===== src/rtl/polyred_if.sv =====
// Handshake, product-memory read port and result-memory write port of the
// polynomial reducer, bundled for connection between reducer and memories.
interface polyred_if #(
  parameter int AW = 11,
  parameter int DW = 26,
  parameter int CW = 13,
  parameter int RW = 10
);
  logic          start;
  logic [AW-1:0] deg_in;
  logic          busy;
  logic          done;
  logic [AW-1:0] deg_out;
  logic [AW-1:0] mem_address_r;
  logic [DW-1:0] mem_output_r;
  logic [RW-1:0] mem_address_w;
  logic [CW-1:0] mem_input_w;
  logic          write_enable;

  modport master (
    output start, deg_in, mem_output_r,
    input  busy, done, deg_out, mem_address_r, mem_address_w, mem_input_w, write_enable
  );

  modport slave (
    input  start, deg_in, mem_output_r,
    output busy, done, deg_out, mem_address_r, mem_address_w, mem_input_w, write_enable
  );
endinterface


===== src/rtl/polyred_reader.sv =====
// Reduces the raw product c(x) modulo x^P - x - 1 and each coefficient modulo Q,
// reading three product terms per output coefficient and writing P results in order.
module polyred_reader #(
  parameter int P  = 757,
  parameter int Q  = 4591,
  parameter int AW = 11,
  parameter int DW = 26,
  parameter int CW = 13,
  parameter int RW = 10
) (
  input logic      clk,
  input logic      rst_n,
  polyred_if.slave bus
);
  localparam int SW = DW + 2;

  typedef enum logic [2:0] {IDLE, ADDR0, ADDR1, ADDR2, CAP2, WRITE, FIN} state_t;

  state_t        state, state_nxt;
  logic [RW-1:0] k;
  logic [AW-1:0] deg;
  logic [DW-1:0] term0_p0;
  logic [DW-1:0] term1_p1;
  logic [AW-1:0] idx_k, idx_lo, idx_hi;
  logic          last_k;

  assign idx_k  = AW'(k);
  assign idx_lo = AW'(k) + AW'(P - 1);
  assign idx_hi = AW'(k) + AW'(P);
  assign last_k = (k == RW'(P - 1));

  function automatic logic [DW-1:0] mask_term(input logic [DW-1:0] d,
                                              input logic [AW-1:0] idx,
                                              input logic [AW-1:0] limit,
                                              input logic          en);
    return (en && (idx <= limit)) ? d : '0;
  endfunction

  function automatic logic [CW-1:0] reduce_mod(input logic [SW-1:0] s);
    return CW'(s % SW'(Q));
  endfunction

  always_ff @(posedge clk or negedge rst_n) begin
    if (!rst_n) state <= IDLE;
    else        state <= state_nxt;
  end

  always_comb begin
    state_nxt = state;
    case (state)
      IDLE:    if (bus.start) state_nxt = ADDR0;
      ADDR0:   state_nxt = ADDR1;
      ADDR1:   state_nxt = ADDR2;
      ADDR2:   state_nxt = CAP2;
      CAP2:    state_nxt = WRITE;
      WRITE:   state_nxt = last_k ? FIN : ADDR0;
      FIN:     state_nxt = IDLE;
      default: state_nxt = IDLE;
    endcase
  end

  // Strobes and addresses decode straight from state so reset removes them at once
  always_comb begin
    bus.busy          = (state != IDLE);
    bus.done          = (state == FIN);
    bus.write_enable  = (state == WRITE);
    bus.mem_address_w = (state == WRITE) ? k : '0;
    case (state)
      ADDR0:   bus.mem_address_r = idx_k;
      ADDR1:   bus.mem_address_r = idx_lo;
      ADDR2:   bus.mem_address_r = idx_hi;
      default: bus.mem_address_r = '0;
    endcase
  end

  // p0: c[k], p1: c[k+P-1], p2: c[k+P] summed and reduced into the write register
  always_ff @(posedge clk or negedge rst_n) begin
    if (!rst_n) begin
      k               <= '0;
      deg             <= '0;
      bus.deg_out     <= '0;
      term0_p0        <= '0;
      term1_p1        <= '0;
      bus.mem_input_w <= '0;
    end else begin
      case (state)
        IDLE: if (bus.start) begin
          k           <= '0;
          deg         <= bus.deg_in;
          bus.deg_out <= (bus.deg_in < AW'(P)) ? bus.deg_in : AW'(P - 1);
        end
        ADDR1: term0_p0 <= mask_term(bus.mem_output_r, idx_k, deg, 1'b1);
        ADDR2: term1_p1 <= mask_term(bus.mem_output_r, idx_lo, deg, (k != '0));
        CAP2:  bus.mem_input_w <= reduce_mod(SW'(term0_p0) + SW'(term1_p1) +
                                   SW'(mask_term(bus.mem_output_r, idx_hi, deg, 1'b1)));
        WRITE: if (!last_k) k <= k + RW'(1);
        default: ;
      endcase
    end
  end
endmodule


===== src/flat_wrapper.sv =====
// flat-port wrapper written by rule: the top's interface ports become plain ports
module polyred_reader_flat 
#(
  parameter int P  = 757,
  parameter int Q  = 4591,
  parameter int AW = 11,
  parameter int DW = 26,
  parameter int CW = 13,
  parameter int RW = 10
)
  (clk, rst_n, bus_start, bus_deg_in, bus_mem_output_r, bus_busy, bus_done, bus_deg_out, bus_mem_address_r, bus_mem_address_w, bus_mem_input_w, bus_write_enable);
  polyred_if #(.AW(AW), .DW(DW), .CW(CW), .RW(RW)) bus_i ();
  input logic clk;
  input logic rst_n;
  input wire logic [$bits(bus_i.start)-1:0] bus_start;
  input wire logic [$bits(bus_i.deg_in)-1:0] bus_deg_in;
  input wire logic [$bits(bus_i.mem_output_r)-1:0] bus_mem_output_r;
  output wire logic [$bits(bus_i.busy)-1:0] bus_busy;
  output wire logic [$bits(bus_i.done)-1:0] bus_done;
  output wire logic [$bits(bus_i.deg_out)-1:0] bus_deg_out;
  output wire logic [$bits(bus_i.mem_address_r)-1:0] bus_mem_address_r;
  output wire logic [$bits(bus_i.mem_address_w)-1:0] bus_mem_address_w;
  output wire logic [$bits(bus_i.mem_input_w)-1:0] bus_mem_input_w;
  output wire logic [$bits(bus_i.write_enable)-1:0] bus_write_enable;
  assign bus_i.start = bus_start;
  assign bus_i.deg_in = bus_deg_in;
  assign bus_i.mem_output_r = bus_mem_output_r;
  assign bus_busy = bus_i.busy;
  assign bus_done = bus_i.done;
  assign bus_deg_out = bus_i.deg_out;
  assign bus_mem_address_r = bus_i.mem_address_r;
  assign bus_mem_address_w = bus_i.mem_address_w;
  assign bus_mem_input_w = bus_i.mem_input_w;
  assign bus_write_enable = bus_i.write_enable;
  polyred_reader #(.P(P), .Q(Q), .AW(AW), .DW(DW), .CW(CW), .RW(RW)) u_core (.clk(clk), .rst_n(rst_n), .bus(bus_i));
endmodule

===== config.mk =====
export PLATFORM = sky130hd
export DESIGN_NAME = polyred_reader_flat
export DESIGN_NICKNAME = d
export VERILOG_FILES = /design/src/rtl/polyred_if.sv /design/src/rtl/polyred_reader.sv /design/src/flat_wrapper.sv
export SDC_FILE = /design/constraint.sdc
export NUM_CORES = 1
export LEC_CHECK = 0
export BUFFER_PORTS_ARGS = -buffer_cell sky130_fd_sc_hd__buf_2
export CAP_MARGIN = 0
export CORE_AREA = 2 2 186 188
export CTS_BUF_LIST = sky130_fd_sc_hd__clkbuf_4
export DETAILED_ROUTE_END_ITERATION = 7
export DIE_AREA = 0 0 188 190
export GPL_ROUTABILITY_DRIVEN = 0
export HOLD_SLACK_MARGIN = 0.1
export PLACE_DENSITY_LB_ADDON = 0.12
export SKIP_LAST_GASP = 1
export SYNTH_ARGS = -nofsm -noshare
export SYNTH_HDL_FRONTEND = slang
export SYNTH_SLANG_ARGS = --single-unit

===== constraint.sdc =====
create_clock -name clk -period 19.5 [get_ports clk]
set_input_delay 4.875 -clock clk [delete_from_list [all_inputs] [get_ports clk]]
set_output_delay 4.875 -clock clk [all_outputs]
set_load 0.05 [all_outputs]

# Yosys cells after proc, flatten, opt, wreduce, memory -nomap -nowiden
# Cells that the tools add are included.
# W data, S select, Z words.
# word_totals
regBits	100
latch_bits	0
ram_bits	0
mem_bits_ro	0
in_bits	40
output_inout_bits	48
memories	0
# op_classes
n_addsub	5
mul	0
n_div	1
magnitude_cmp	4
n_eq_ne	9
shift	0
mux	12
bitwise	0
n_reduce_logical	7
# op_table
op	n
$mux W26	3
$pmux W11 S3	1
$mux W10	3
$add A28 B26 Y28	1
$mod A28 B13 Y28 const B	1
$add A26 B26 Y27	1
$add A10 B10 Y11 const B	2
$le A11 B11 Y1	2
$pmux W10 S2	1
$pmux W3 S6	1
$le A10 B11 Y1	1
$lt A11 B10 Y1 const B	1
$mux W11	1
$add A10 B1 Y10 const B	1
$eq A10 B10 Y1 const B	1
$reduce_bool A10 Y1	1
$eq A3 B3 Y1 const B	3
$eq A3 B2 Y1 const B	2
$mux W3	2
$ne A2 B2 Y1 const B	2
$eq A3 B1 Y1 const B	1
$logic_not A3 Y1	1
$reduce_and A3 Y1	1
$reduce_bool A3 Y1	1
3 further kinds	3

# Depth between registers and ports, before layout
# logic_depth
depth_word	5
mapped_depth	97
depth_no_buf	85

# Worst setup path after synthesis
# OpenSTA, ideal clock, no wires.
# synth_timing
kind	input -> register
startpoint	input port bus_mem_output_r[0]
endpoint	register u_core.bus.mem_input_w[11]
setup_time_ps	150
arrival_time_ps	22162
t_required_ps	19350
slack_ps	-2812
cell_stages	66
path_buffers	5
cell_sequence	nor2b_1 > ha_1 > fa_1 > a211oi_2 > o211ai_1 > and4b_1 > a211oi_2 > buf_4 > and3_4 > nand4_1 > or4_1 > o32a_1 > a211o_1 > o21ai_1 > o31ai_1 > or2_1 > buf_6 > o21ai_1 > [30 not listed] > a41oi_2 > o2111a_1 > o21a_1 > buf_6 > mux2_4 > a211o_1 > o2111ai_1 > a311oi_1 > a2111o_1 > nor3_1 > a221oi_1 > o21a_2 > a2111o_1 > a21oi_2 > o221ai_2 > a2111oi_1 > xnor2_1 > a21oi_1
# synth_via
elab_chain_cells	3
# synth_rtl
item	line_no	text
start: declaration	flat_wrapper.sv:17	input wire logic [$bits(bus_i.mem_output_r)-1:0] bus_mem_output_r;
$mux W26	polyred_reader.sv:36	return (en && (idx <= limit)) ? d : '0;
$add A28 B26 Y28	polyred_reader.sv:94	CAP2: bus.mem_input_w <= reduce_mod(SW'(term0_p0) + SW'(term1_p1) +
$mod A28 B13 Y28	polyred_reader.sv:40	return CW'(s % SW'(Q));
end signal: assignment	polyred_reader.sv:94	
end: declaration	polyred_if.sv:27	output busy, done, deg_out, mem_address_r, mem_address_w, mem_input_w, write_enable
# No other way between the ends.
# A chain may end at the register's enable or synchronous reset.

# Worst setup path after layout
# layout_timing
startpoint	input port bus_mem_output_r[4]
endpoint	register u_core.bus.mem_input_w[9]
# The elaborated chain is that of the path after synthesis.

==> metrics.cfg <==
[floorplanning]
start_util_pct=48.8
die_width_um=188
die_h_um=190
io_pins=88
coreArea_um2=33900
rows=68
fp.dieArea_um2=35700

[logic_synthesis]
synthTopCellsByArea=dfrtp_1 (15%), ha_1 (6.8%), xnor2_1 (6.3%)
ys_seq_area_share_pct=15.1
synth_top_area_share_pct=15.1
syn_inst=2158
ys_ff_latch=100
synth_top_family_by_area=compound AO/OA/AOI/OAI gates
synth-edff-count=0
synth_largest_area_cell=dfrtp_1
synth_nets=2290
yosys-mux-area-fraction_pct=2.17
ys_types=137
synth_warnings=0
synth.avg_cell_area_um2=7.68
synth_compound_area_share_pct=36.4
ys.flop_type=dfrtp_1
synth_area_um2=16600
synth_simple_gate_area_share_pct=25.8
synth_fa_ha_area_share_pct=7.40
synth_xor_area_share_pct=9.43
synthArstFlopShare_pct=100

[cts]
cts_root_buf=clkbuf_4
clk_pin_slew_ns=0.17
clkLatencyLatePin_ns=0.49
cts_buffer_depth=2
cts_sinks=100
cts-htree-levels=3
cts_made_buffers=9
hold_buffers=0
tritoncts=yes

[sta]
hold_violations=0
fin_crit_sh_pct=112
fin_crit_ns=21.77
slew_viol_final=0
relSlewSlack_pct=30.4
rsz0062_at_grt=true
layout_setup_ws_ns=-2.27
setup_viol=13
worst_slew_pin_slew_ns=1.03
skew_ns=0.0261
fmax_mhz=45.9

[place]
pre_cts_ws_ns=-2.85
dp_hpwl_um=47100
port_buffers=87

[final_layout]
syn2layout_area_growth_pct=56.2
drive_gt1_share_pct=43.5
post-route-util_pct=76.3
final_nets=3211

[detailed_routing]
route.antenna.remaining_nets=0
num_vias=22000
drt_first_iter_violations=1876
drt-total-wl_um=66200
wl_per_cell_um=18.7
viasPerCell=6.20
drc=0
firstDrtPassIters=6

[setup_path]
rrSetupSlack_ns=-1.57
endpoint_kind=register
start_kind=input port
r2r_cells=94
worstPathMaxFanout=7
cp_top_family=compound AO/OA/AOI/OAI gates
cp_slowest_cell=or4_4
critical_path.max_stage_delay_ns=0.55
worstPathRequired_ns=19.87
cp_num_buf_inv=14
crit_arrival_ns=22.14
crit_type=in2reg
r2r-end=u_core.bus.mem_input_w[9]
crit_path_frequent_cell=buf_4
r2r_start=u_core.term1_p1[1]

[hold_path]
whs_path_depth=2
hp-class=reg2reg
hold-path-endpoint=u_core.bus.deg_out[9]
holdCritStartpoint=u_core.bus.deg_out[9]

[global_route]
grt_pass1_wl_um=102000
grt_usage_pct=33.9
grt_overflow_total=0
grt_pass1_vias=21200
antenna_found_initial=8
grt_max_degree=80

[flow_run]
drv_cap=0

[status]
violations=negative setup slack
outcome=finished with violations

==> repair_timing <==
action	in CTS	in global routing
cloned	1	0
endpoints found under the hold margin	0	0
setup buffers	71	40
setup endpoints to repair	13	13
pin swaps	114	59
gates resized for setup	179	79
==> cell families after synthesis <==
kind of cell,Yosys count
compound gates,794
xor+xnor,176
fa+ha+maj,98
buf+inv,141
flops,100
mux,32
simple gates,817
==> layer usage <==
layer	routed length (um)	global-route usage (%)
met5	37	0
met4	2560	10.9
met2	31700	58.8
met1	27200	43.6
met3	4630	4.39
==> area by class of cell <==
type                            count  area [um2]
Antenna cell                        6        15.0
Clock buffer                        9        67.6
Clock inverter                      7        66.3
Fill cell                        2409        8060
Inverter                           57         214
Multi-Input combinational cell   1917       15100
Sequential cell                   100        2500
Tap cell                          455         569
Timing Repair Buffer              994        7380
==> flip-flops by register name, summed over array words and instances (netlist names) <==
name	cells
u_core.term0_p0	26
u_core.term1_p1	26
u_core.bus.mem_input_w	13
u_core.bus.deg_out	11
u_core.deg	11
u_core.k	10
u_core.state	3
==> worst min-delay path, delay by kind of cell (launching register included) <==
kind / cells / cell delay (ns)
flops: 1 / 0.38
simple gates: 2 / 0.10
==> worst max path at each step <==
stage / from / to / slack (ns) / cells after the start
2_1_floorplan: bus_mem_output_r[0] / u_core.bus.mem_input_w[11] / -1.86 / 65
3_3_place_gp: bus_mem_output_r[0] / u_core.bus.mem_input_w[11] / -2.43 / 68
3_5_place_dp: bus_mem_output_r[0] / u_core.bus.mem_input_w[11] / -2.85 / 70
4_1_cts: bus_mem_output_r[0] / u_core.bus.mem_input_w[11] / -1.42 / 73
5_1_grt: bus_mem_output_r[4] / u_core.bus.mem_input_w[9] / -2.75 / 75
6_report: bus_mem_output_r[4] / u_core.bus.mem_input_w[9] / -2.27 / 74
==> cells in the mapped netlist, drive strengths merged (16+ instances only) <==
cell type,count
and2,37
nand2,183
dfrtp,100
o2111ai,17
o211ai,43
o31ai,22
buf,41
a21o,34
nor2,174
nor4,23
o21bai,22
clkbuf,43
xor2,54
a21oi,158
inv,56
mux2i,20
or4,16
a211oi,35
o21ai,142
nand4,36
nand3,72
o21a,30
xnor2,122
o211a,17
nor2b,48
or3,26
nand2b,30
nor3,73
or2,22
ha,90
and3,37
a31oi,27
a22o,59
==> cell usage in the layout (no fill, tap or decap), types with 17 or more instances in the layout <==
cell type / instances
a211oi_1: 19
a21o_1: 33
a21oi_1: 138
a22o_1: 59
a31oi_1: 24
and2_1: 31
and3_1: 30
buf_2: 86
buf_4: 890
dfrtp_1: 100
ha_1: 85
inv_1: 55
nand2_1: 181
nand2b_1: 27
nand3_1: 63
nand4_1: 36
nor2_1: 159
nor2b_1: 44
nor3_1: 54
o211ai_1: 38
o21a_1: 24
o21ai_0: 75
o21ai_1: 45
o21ai_2: 17
o21bai_1: 22
or3_1: 18
xnor2_1: 105
xor2_1: 48
==> through the flow <==
step	hold WS (ns)	TNS (ns)	instance area, um2	std cells
3_5_place_dp	0.462	-35.51	23500	3412
6_report	0.494	-28.10	25900	3545
2_1_floorplan	0.476	-22.30	16900	2158
5_1_grt	0.529	-34.24	25900	3542
4_1_cts	0.498	-17.29	25200	3500
3_3_place_gp	0.451	-30.91	23500	3412
Power is left out: the tool's default activity adds up to more than one toggle a clock period on the data nets, which glitch-free logic cannot reach.
